--- config.mk ---
export PLATFORM = sky130hd
export DESIGN_NAME = imm_decode_stage
export DESIGN_NICKNAME = d
export VERILOG_FILES = /design/src/rtl/imm_pkg.sv /design/src/rtl/imm_extract.sv /design/src/rtl/imm_decode_stage.sv
export SDC_FILE = /design/constraint.sdc
export NUM_CORES = 1
export LEC_CHECK = 0
export CAP_MARGIN = 20
export CORE_ASPECT_RATIO = 2
export CORE_MARGIN = 2
export CORE_UTILIZATION = 50
export DETAILED_ROUTE_END_ITERATION = 8
export DONT_BUFFER_PORTS = 1
export PLACE_DENSITY = 0.66
export SLEW_MARGIN = 15
export SYNTH_ARGS = -nofsm -noshare
export SYNTH_HDL_FRONTEND = slang
export SYNTH_SLANG_ARGS = --single-unit
--- constraint.sdc ---
create_clock -name clk -period 4.6 [get_ports clk]
set_clock_uncertainty 0.2 [all_clocks]
set_input_delay 0.46 -clock clk [delete_from_list [all_inputs] [get_ports clk]]
set_output_delay 0.46 -clock clk [all_outputs]
set_load 0.01 [all_outputs]
--- src/rtl/imm_pkg.sv ---
// imm_pkg: immediate formats, skid occupancy states and RV32/64 base opcodes
package imm_pkg;
   typedef enum logic [2:0] {IMM_NONE, IMM_I, IMM_S, IMM_B, IMM_U, IMM_J, IMM_Z, IMM_R} imm_type_e;
   typedef enum logic [1:0] {EMPTY, ONE, TWO} occ_e;
   localparam logic [6:0] OP_LOAD   = 7'b0000011;
   localparam logic [6:0] OP_IMM    = 7'b0010011;
   localparam logic [6:0] OP_AUIPC  = 7'b0010111;
   localparam logic [6:0] OP_STORE  = 7'b0100011;
   localparam logic [6:0] OP_OP     = 7'b0110011;
   localparam logic [6:0] OP_LUI    = 7'b0110111;
   localparam logic [6:0] OP_BRANCH = 7'b1100011;
   localparam logic [6:0] OP_JALR   = 7'b1100111;
   localparam logic [6:0] OP_JAL    = 7'b1101111;
   localparam logic [6:0] OP_SYSTEM = 7'b1110011;
endpackage

--- src/rtl/imm_extract.sv ---
// imm_extract: combinational immediate/format decode of one instruction
module imm_extract
   import imm_pkg::*;
#(
   parameter int XLEN = 32
) (
   input  logic [31:0]     inst,
   output logic [XLEN-1:0] imm,
   output logic [2:0]      typ,
   output logic            illegal
);
   logic [31:0] raw;
   imm_type_e t;
   // every listed opcode ends in 2'b11, so non-32-bit encodings fall to default
   always_comb begin
      raw = '0;
      t = IMM_NONE;
      case (inst[6:0])
         OP_IMM, OP_LOAD, OP_JALR: begin raw = {{20{inst[31]}}, inst[31:20]}; t = IMM_I; end
         OP_STORE: begin raw = {{20{inst[31]}}, inst[31:25], inst[11:7]}; t = IMM_S; end
         OP_BRANCH: begin raw = {{19{inst[31]}}, inst[31], inst[7], inst[30:25], inst[11:8], 1'b0}; t = IMM_B; end
         OP_JAL: begin raw = {{11{inst[31]}}, inst[31], inst[19:12], inst[20], inst[30:21], 1'b0}; t = IMM_J; end
         OP_LUI, OP_AUIPC: begin raw = {inst[31:12], 12'b0}; t = IMM_U; end
         OP_OP: t = IMM_R;
         OP_SYSTEM: begin raw = inst[14] ? {27'b0, inst[19:15]} : '0; t = inst[14] ? IMM_Z : IMM_R; end
         default: ;
      endcase
   end
   assign typ = t;
   assign illegal = t == IMM_NONE;
   assign imm = XLEN'($signed(raw));
endmodule

--- src/rtl/imm_decode_stage.sv ---
// imm_decode_stage: registered immediate/target decode behind a two-entry skid buffer
module imm_decode_stage
   import imm_pkg::*;
#(
   parameter int XLEN = 32,
   parameter int INST_WIDTH = 32
) (
   input  logic                  clk,
   input  logic                  rst,
   input  logic                  flush,
   input  logic                  in_valid,
   output logic                  in_ready,
   input  logic [INST_WIDTH-1:0] in_inst,
   input  logic [XLEN-1:0]       in_pc,
   output logic                  out_valid,
   input  logic                  out_ready,
   output logic [XLEN-1:0]       out_imm,
   output logic [XLEN-1:0]       out_target,
   output logic [XLEN-1:0]       out_pc,
   output logic [INST_WIDTH-1:0] out_inst,
   output logic [2:0]            out_type,
   output logic                  out_illegal
);
   typedef struct packed {
      logic [XLEN-1:0]       imm;
      logic [XLEN-1:0]       target;
      logic [XLEN-1:0]       pc;
      logic [INST_WIDTH-1:0] inst;
      logic [2:0]            typ;
      logic                  illegal;
   } entry_t;
   occ_e state, state_n;
   entry_t main_q, skid_q, fresh;
   logic [XLEN-1:0] imm;
   logic [2:0] typ;
   logic illegal, accept, pop, has_target;
   imm_extract #(.XLEN(XLEN)) u_extract (.inst(in_inst), .imm(imm), .typ(typ), .illegal(illegal));
   assign has_target = typ == IMM_B || typ == IMM_J || in_inst[6:0] == OP_AUIPC;
   assign fresh = '{imm: imm, target: has_target ? in_pc + imm : '0, pc: in_pc, inst: in_inst, typ: typ, illegal: illegal};
   assign accept = in_valid && in_ready;
   assign pop = out_valid && out_ready;
   always_ff @(posedge clk)
      if (rst) state <= EMPTY;
      else state <= state_n;
   always_comb begin
      state_n = state;
      if (flush) state_n = EMPTY;
      else
         case (state)
            EMPTY: state_n = accept ? ONE : EMPTY;
            ONE: state_n = accept && !pop ? TWO : pop && !accept ? EMPTY : ONE;
            TWO: state_n = pop ? ONE : TWO;
            default: state_n = EMPTY;
         endcase
   end
   always_comb begin
      in_ready = state != TWO;
      out_valid = state != EMPTY;
   end
   // main takes the skid entry on a pop from TWO, otherwise the freshly decoded one
   always_ff @(posedge clk)
      if (rst) begin
         main_q <= '0;
         skid_q <= '0;
      end else begin
         if (state == TWO ? pop : accept && (state == EMPTY || pop)) main_q <= state == TWO ? skid_q : fresh;
         if (accept && state == ONE && !pop) skid_q <= fresh;
      end
   assign out_imm = main_q.imm;
   assign out_target = main_q.target;
   assign out_pc = main_q.pc;
   assign out_inst = main_q.inst;
   assign out_type = main_q.typ;
   assign out_illegal = main_q.illegal;
endmodule

# Yosys cells after proc, flatten, opt, wreduce, memory -nomap -nowiden
# Index checks and enable logic that the tools add are counted.
[word_totals]
register_bits = 266
output_inout_bits = 134
word_cells = 59
[op_classes]
addsub = 1
n_eq_ne = 15
muxes = 12
reduce_logical = 18
[op_table]
columns = ["cell", "n"]
rows = [
  ["32-bit case mux with 6 select lines", 1],
  ["132-bit 2-to-1 mux", 1],
  ["32-bit adder", 1],
  ["32-bit 2-to-1 mux", 1],
  ["7-bit equality test, second input constant", 4],
  ["7-bit by 6-bit equality test with 1-bit output, second input constant", 3],
  ["3-bit case mux with 7 select lines", 1],
  ["7-bit by 5-bit equality test with 1-bit output, second input constant", 2],
  ["7-bit by 2-bit equality test with 1-bit output, second input constant", 1],
  ["1-bit logical AND", 7],
  ["2-bit case mux with 3 select lines", 1],
  ["5-bit 2-to-1 mux", 1],
  ["1-bit 2-to-1 mux", 4],
  ["2-bit 2-to-1 mux", 2],
  ["2-bit OR reduction", 2],
  ["3-bit by 2-bit equality test with 1-bit output, second input constant", 1],
  ["3-bit equality test, second input constant", 1],
  ["3-bit logical NOT", 1],
  ["1-bit logical OR", 3],
  ["3-bit OR reduction", 1],
  ["2-bit by 1-bit equality test with 1-bit output, second input constant", 1],
  ["2-bit equality test, second input constant", 1],
  ["1-bit logical NOT", 2],
  ["2-bit logical NOT", 1],
  ["other kinds (2)", 2],
]

# Depth between registers and ports, before layout
# Gate-level depths: netlist (run 1).
[logic_depth]
word_depth = 8
mapped_depth = 17

# Modules after synthesis
# Synthesis (run 1) repeated with hierarchy kept, for this count alone.
[hier_totals]
hier_cells = 1666
hier_area_um2 = 12713.4
[modules_own_cells]
columns = ["mod", "n_inst", "cells_each", "area_each_um2", "seq_area_each_um2"]
rows = [
  ["imm_decode_stage", 1, 1585, 12080.3, 5325.1],
  ["imm_extract", 1, 81, 633.1, 0.0],
]

# Least setup slack after synthesis (run 1)
# Ideal clock, no wire load.
[synth_timing]
kind = "input port to flip-flop"
startpoint = "input in_inst[3]"
endpoint = "register main_q, in the netlist out_target[28]"
setup_ps = 120
t_arrival_ps = 3901
t_required_ps = 4280
path_slack_ps = 380
stages = 17
path_buffers = 1
path_cell_list = "clkbuf_1 nor2_1 and3b_1 nor2b_1 a22o_1 a21oi_1 inv_1 ha_1 fa_1 a21o_1 a221oi_2 a21oi_2 a221oi_2 nand2_2 a221oi_4 nor3_1 o31a_1"
[synth_lines]
columns = ["element", "line", "text"]
rows = [
  ["start, declared", "imm_decode_stage.sv:13", "input logic [INST_WIDTH-1:0] in_inst,"],
  ["end signal, assigned", "imm_decode_stage.sv:66", "if (state == TWO ? pop : accept && (state == EMPTY || pop)) main_q <= state == TWO ? skid_q : fresh;"],
  ["end, declared", "imm_decode_stage.sv:33", "entry_t main_q, skid_q, fresh;"],
]

==> results of run 1 <==
==> logic make-up after synthesis <==
logic type      synth area share
mux                     0.004004
buf+inv                  0.04854
compound gates            0.2449
fa+ha+maj                0.03363
simple gates              0.2240
xor+xnor                 0.01892
flops                     0.4260
==> final timing paths <==
kind | cells past startpoint | slack (ns) | endpoint
worst min-delay path | 3 | 0.05 | skid_q[110]
worst max-delay path | 17 | 0.45 | out_target[30]
worst max register to register | 6 | 1.39 | out_target[30]
worst min register to register | 2 | 0.25 | skid_q[32]
==> through the flow <==
stage	instances	utilization	total power, mW
floorplan	1612	-	2.875
global route	1974	0.5867	5.324
CTS	1969	0.5862	5.174
finish	1975	0.5868	5.147
global placement	1837	0.5157	2.961
detailed placement	1837	0.5157	2.969
==> power by group through the flow <==
| stage | clock, mW | sequential [mW] | combinational [mW] |
|---|---|---|---|
| global route | 2.24 | 2.52 | 0.557 |
| detailed placement | 0 | 2.57 | 0.402 |
| floorplan | 0 | 2.53 | 0.345 |
| global placement | 0 | 2.57 | 0.396 |
| CTS | 2.16 | 2.51 | 0.503 |
| finish | 2.13 | 2.51 | 0.507 |
==> worst reg2reg max path, cell delays in order, from the launching register on <==
cell,delay (ns)
sky130_fd_sc_hd__dfxtp_1,0.40
sky130_fd_sc_hd__mux2i_1,0.35
sky130_fd_sc_hd__o21a_2,0.72
sky130_fd_sc_hd__buf_4,0.50
sky130_fd_sc_hd__a221oi_1,0.13
sky130_fd_sc_hd__a211oi_1,0.28
sky130_fd_sc_hd__dlygate4sd3_1,0.58
==> cell usage in the layout (no fill, tap or decap), types with 25 or more instances in the layout <==
cell type,instances
sky130_fd_sc_hd__a21oi_1,172
sky130_fd_sc_hd__clkbuf_16,25
sky130_fd_sc_hd__nand2_1,353
sky130_fd_sc_hd__nor2_1,224
sky130_fd_sc_hd__inv_1,34
sky130_fd_sc_hd__dfxtp_1,266
sky130_fd_sc_hd__dlygate4sd3_1,87
sky130_fd_sc_hd__ha_1,32
sky130_fd_sc_hd__a311oi_1,83
sky130_fd_sc_hd__a211oi_1,64
==> area by class of cell <==
type                            count  area [um2]  area share
Multi-Input combinational cell   1185        6605      0.4590
Sequential cell                   266        5325      0.3700
Timing Repair Buffer              107        1066     0.07407
Clock buffer                       40       732.0     0.05086
Tap cell                          332       415.4     0.02886
Inverter                           35       133.9    0.009303
Clock inverter                      4       98.84    0.006868
Antenna cell                        6       15.01    0.001043
==> registers in the layout (all words and copies together) (netlist names) <==
name / cells
skid_q: 132
out_imm: 32
out_inst: 32
out_pc: 32
out_target: 32
out_type: 3
state: 2
out_illegal: 1
==> layer usage <==
| layer | GRT usage | share of wire |
|---|---|---|
| met5 | 0 | 0 |
| met4 | 0.1901 | 0.064 |
| met3 | 0.05463 | 0.061 |
| met2 | 0.5816 | 0.52 |
| met1 | 0.3342 | 0.35 |
==> what timing repair did <==
action	CTS	global route
gates resized for setup	0	0
hold endpoints to repair	252	0
hold buffers	88	0
==> flow_metrics.py, run 1 <==
metrics = {
    "worst_setup_path": {
        "delay_of_the_slowest_critical_path_stage_ns": 0.57,
        "slowest_stage": "sky130_fd_sc_hd__dlygate4sd3_1",
        "timing.setup.critical_path_class": "input port to flip-flop",
        "critical_path_peak_fanout": 6,
        "setup.worst_path.end_class": "flip-flop",
        "critical_path_required_ns": 4.82,
        "cell_class_contributing_the_biggest_share_of_worst_path_delay": "compound AO/OA/AOI/OAI gates",
        "cp.arrival_ns": 4.37,
        "critical_path.cell_chain": "nor2b_1 -> and3b_1 -> nor2b_1 -> a22o_1 -> a21oi_1 -> inv_1 -> ha_1 -> fa_1 -> a21o_1 -> a221oi_2 -> a21oi_2 -> a221oi_2 -> nand2_2 -> nand4_1 -> mux2i_1 -> a211oi_1 -> dlygate4sd3_1",
        "crit_start": "in_inst[5]",
        "regToRegStartpoint": "state[1]",
        "crit_buf_inv": 2,
        "critical_path.startpoint_type": "input port",
    },
    "cells_and_area": {
        "filler_cell_count": 2281,
        "syn_to_final_growth_pct": 15.12,
        "post_route_cells_drive_above_1_share": 0.05131,
        "final_nets": 1721,
        "fin_area_mm2": 0.01439,
    },
    "die": {
        "core_mm2": 0.02453,
        "dieHeight_um": 227.6,
        "fp.dieArea_mm2": 0.02636,
        "initial_utilization": 0.5097,
        "top_level_i_o_count": 203,
        "die_w_um": 115.8,
        "floorplan.rows": 81,
    },
    "clock_tree": {
        "cts_made_buffers": 24,
        "cts_buffer_depth": 3,
        "cts_setup_buffers": 0,
        "clk_pin_slew_ns": 0.06,
        "cts_max_level": 1,
        "tritoncts": "built",
        "cts_sinks": 266,
        "worst_skew_pair.late_latency_ns": 0.54,
        "ctsRootBufferMaster": "sky130_fd_sc_hd__clkbuf_16",
    },
    "logic_synthesis": {
        "synth_cell_types": 69,
        "synth-warning-count": 0,
        "synth_top_area_frac": 0.4260,
        "synth_enable_flop_cells": 0,
        "synth_top_area_cell": "sky130_fd_sc_hd__dfxtp_1",
        "gate_count_of_the_mapped_netlist": 1612,
        "async_flop_share": 0,
        "synth-seq-cells": 266,
        "seq_area_frac_synth": 0.4260,
        "syn-num-nets": 1714,
        "post_synth_main_area_contributors": "sky130_fd_sc_hd__dfxtp_1, sky130_fd_sc_hd__nand2_1, sky130_fd_sc_hd__a21oi_1",
        "syn_area_per_cell_um2": 7.755,
        "yosysMostFrequentCell": "sky130_fd_sc_hd__nand2_1",
        "netlist_area_mm2": 0.01250,
        "most_frequently_used_flop_master_after_synthesis": "sky130_fd_sc_hd__dfxtp_1",
        "ys_top_cells_by_count": "sky130_fd_sc_hd__nand2_1, sky130_fd_sc_hd__dfxtp_1, sky130_fd_sc_hd__nor2_1",
    },
    "global_routing": {
        "global_route_wire_length_before_repair_mm": 63.87,
        "maximum_number_of_pins_on_one_net_before_global_route_repair": 230,
        "globalRoute.totalOverflow": 0,
        "vias_in_the_first_global_route": 11020,
        "grt_overall_usage": 0.3183,
        "antenna_violations_before_repair": 3,
    },
    "place": {
        "postPlaceCellArea_mm2": 0.01265,
        "place_ws_ns": 0.2342,
        "hpwlAfterDp_mm": 28.60,
        "globalplace.congestion": 1.015,
        "io_buffers": 0,
    },
    "power": {
        "leakagePower_nw": 5.621,
        "clkPwrFrac": 0.413,
        "fraction_of_power_consumed_by_sequential_logic": 0.488,
        "p_sw_frac": 0.2531,
        "combPwrFrac": 0.098,
        "pwr_density_cell_mw_per_mm2": 357.6,
        "internal_power_mw": 3.844,
        "total_switching_power_mw": 1.303,
        "vdd_drop_max_mv": 0.3574,
    },
    "run_status": {
        "outcome": "completed",
    },
    "sta": {
        "grt_setup_unrepaired": "false",
        "finalSetupViolCount": 0,
        "period_share": 0.9030,
        "tightest_slew_ns": 1.277,
        "clock.fmax_ghz": 0.2407,
        "timing.final.hold_violations": 0,
        "final_period_minus_worst_setup_slack_ns": 4.154,
        "hold_ws_ns": 0.05303,
        "setup_total_negative_slack_ns": 0,
        "timing.max_slew.rel_slack": 0.1486,
        "slew_violations": 0,
        "final.setup.worst_slack_ns": 0.4462,
    },
    "run": {
        "max_cap_viol_count": 0,
    },
    "min_path": {
        "min-delay-start": "in_inst[30]",
        "hold_path_class": "input port to flip-flop",
    },
    "drt": {
        "drc_errors": 0,
        "initialDrtViolationCount": 1204,
        "first_pass_iteration_count_of_the_detailed_router": 8,
        "drt-vias-per-instance": 5.941,
        "detail-route-antenna-nets": 0,
        "route.final.wire_length_mm": 42.74,
        "route.vias.total": 11730,
        "wl_per_cell_um": 21.64,
    },
}
Power figures use the tool's default switching activity.
==> inputs of run 2 (changes only) <==
--- a/config.mk
+++ b/config.mk
@@ -8,10 +8,10 @@
 export CAP_MARGIN = 20
 export CORE_ASPECT_RATIO = 2
 export CORE_MARGIN = 2
-export CORE_UTILIZATION = 50
+export CORE_UTILIZATION = 55
 export DETAILED_ROUTE_END_ITERATION = 8
 export DONT_BUFFER_PORTS = 1
-export PLACE_DENSITY = 0.66
+export PLACE_DENSITY = 0.71
 export SLEW_MARGIN = 15
 export SYNTH_ARGS = -nofsm -noshare
 export SYNTH_HDL_FRONTEND = slang
==> run 2 against run 1 <==
Net effect:
- the flow now finishes with violations (max-slew violations)
- non-clock buffer count rose by 6
- first-iteration DRC count fell by 11%
- register-to-register slack got worse by 0.15 ns
- critical path depth fell by 1
- via count rose by 0.48%
- global-route usage rose by 1.9 points
- cell count fell by 2.6%
- utilization rose by 4.8 points
- die area fell by 8.9%
- sequential power barely moved
- sequential share of layout area rose by 0.21 points
- critical path type unchanged
==> flow_metrics.py, run 2 (synthesized netlist as in run 1, its figures left out) <==
metrics = {
    "drt": {
        "drt-vias-per-instance": 6.131,
        "first_pass_iteration_count_of_the_detailed_router": 6,
        "route.vias.total": 11790,
        "route.final.wire_length_mm": 41.65,
        "wl_per_cell_um": 21.66,
        "initialDrtViolationCount": 1067,
        "drc_errors": 0,
        "detail-route-antenna-nets": 0,
    },
    "sta": {
        "finalSetupViolCount": 0,
        "period_share": 0.9490,
        "final_period_minus_worst_setup_slack_ns": 4.365,
        "clock.fmax_ghz": 0.2291,
        "final.setup.worst_slack_ns": 0.2347,
        "setup_total_negative_slack_ns": 0,
        "slew_violations": 39,
        "timing.final.hold_violations": 0,
        "grt_setup_unrepaired": "false",
        "tightest_slew_ns": 1.521,
        "timing.max_slew.rel_slack": -0.01390,
    },
    "worst_setup_path": {
        "critical_path_required_ns": 4.86,
        "cp.arrival_ns": 4.63,
        "critical_path.startpoint_type": "input port",
        "timing.setup.critical_path_class": "input port to flip-flop",
        "worst-r2r-setup-slack_ns": 1.24,
        "setup.worst_path.end_class": "flip-flop",
        "critical_path_peak_fanout": 6,
    },
    "place": {
        "io_buffers": 0,
        "globalplace.congestion": 0.9798,
        "place_ws_ns": 0.2363,
        "dp_cells": 1787,
        "hpwlAfterDp_mm": 27.96,
    },
    "clock_tree": {
        "cts_sinks": 266,
        "clk_pin_slew_ns": 0.07,
        "cts_buffer_depth": 3,
        "ctsRootBufferMaster": "sky130_fd_sc_hd__clkbuf_16",
        "cts_made_buffers": 23,
        "cts_max_level": 1,
        "tritoncts": "built",
        "worst_skew_pair.late_latency_ns": 0.53,
    },
    "run_status": {
        "outcome": "finished, violations left",
        "failed_checks": "max-slew violations",
    },
    "die": {
        "initial_utilization": 0.5545,
        "floorplan.rows": 78,
        "die_w_um": 110.6,
        "dieHeight_um": 217.2,
        "fp.dieArea_mm2": 0.02402,
        "top_level_i_o_count": 203,
        "core_mm2": 0.02254,
    },
    "power": {
        "vdd_drop_max_mv": 0.3810,
        "leakagePower_nw": 5.608,
        "pwr_density_cell_mw_per_mm2": 347.6,
        "power.total_mw": 4.973,
    },
    "cells_and_area": {
        "finalCoreUtilization": 0.6347,
        "mostFrequentLayoutCells": "sky130_fd_sc_hd__nand2_1, sky130_fd_sc_hd__dfxtp_1, sky130_fd_sc_hd__nor2_1",
        "layout_commonest_cell": "sky130_fd_sc_hd__nand2_1",
        "post_route_cells_drive_above_1_share": 0.05671,
        "syn_to_final_growth_pct": 14.46,
        "final-instance-count-excl-fill": 1923,
        "largest_reg_flops": 132,
        "final_nets": 1726,
        "largest-register": "skid_q",
    },
    "global_routing": {
        "global_route_wire_length_before_repair_mm": 63.80,
        "grt_overall_usage": 0.3372,
        "maximum_number_of_pins_on_one_net_before_global_route_repair": 229,
        "globalRoute.totalOverflow": 0,
        "vias_in_the_first_global_route": 11260,
        "antenna_violations_before_repair": 1,
    },
    "min_path": {
        "hold_path_class": "input port to flip-flop",
    },
    "run": {
        "max_cap_viol_count": 0,
    },
}
-- run 2: cell count changes in the layout (fill, tap and decap cells not counted), sizes merged --
| cell | delta |
|---|---|
| diode | -3 |
| dlygate4sd3 | +2 |
| clkinv | +3 |
| clkbuf | -9 |
| bufinv | -2 |
| clkinvlp | +5 |
| buf | +4 |
-- run 2: per-layer routing --
layer / vias to the layer above / track usage / routed length [um]
met1: 5561 / 0.3535 / 14540
li1: 5662 / - / -
met2: 440 / 0.6106 / 21210
met5: - / 0 / 0
met3: 127 / 0.06238 / 2830
met4: 0 / 0.2200 / 3067
-- run 2: final timing paths --
kind,from,to,cells past startpoint
worst max-delay path,in_inst[2],out_target[25],16
worst min-delay path,in_inst[5],skid_q[2],4
worst max register to register,state[0],out_target[30],8
worst min register to register,skid_q[108],skid_q[108],2
-- run 2: stage by stage --
stage,hold slack (ns),instance area [um2]
5_1_grt,0.04934,14310
2_1_floorplan,0.2173,12500
3_3_place_gp,0.2313,12600
4_1_cts,0.01343,14260
3_5_place_dp,0.2360,12600
6_report,0.04003,14310
-- run 2: what timing repair did --
item                                   in CTS  in global routing
hold buffers                               90                  0
endpoints found under the hold margin     252                  0
buffers inserted                            0                  1
setup endpoints to repair                   0                  1
resized for setup                           0                  1
-- run 2: critical path, cell delays in order --
cell                            delay [ns]
sky130_fd_sc_hd__nor2_1               0.06
sky130_fd_sc_hd__nand3_1              0.14
sky130_fd_sc_hd__nor2_1               0.12
sky130_fd_sc_hd__and4_1               0.28
sky130_fd_sc_hd__a222oi_1             0.58
sky130_fd_sc_hd__inv_1                0.10
sky130_fd_sc_hd__ha_1                 0.37
sky130_fd_sc_hd__o211ai_1             0.12
sky130_fd_sc_hd__o211ai_1             0.31
sky130_fd_sc_hd__nand3_2              0.23
sky130_fd_sc_hd__and4_4               0.27
sky130_fd_sc_hd__nor3_1               0.27
sky130_fd_sc_hd__nor2_1               0.14
sky130_fd_sc_hd__or3_1                0.36
sky130_fd_sc_hd__a311oi_1             0.21
sky130_fd_sc_hd__dlygate4sd3_1        0.58
-- run 2: area by class of cell --
cell class | count | area [um2]
timing repair buffer | 113 | 1136
antenna | 3 | 7.507
sequential | 266 | 5325
clock buffer | 31 | 655.6
clock inverter | 10 | 87.58
inverter | 35 | 133.9
tap | 280 | 350.3
multi-input combinational | 1185 | 6613
fill | 1952 | 8235
-- run 2: power breakdown --
| part | switching, mW | total [mW] | leakage (nW) | internal, mW |
|---|---|---|---|---|
| combinational | 0.317 | 0.516 | 3.08 | 0.199 |
| clock | 0.885 | 1.95 | 0.353 | 1.06 |
| sequential | 0.114 | 2.51 | 2.17 | 2.40 |
| total | 1.32 | 4.97 | 5.61 | 3.66 |
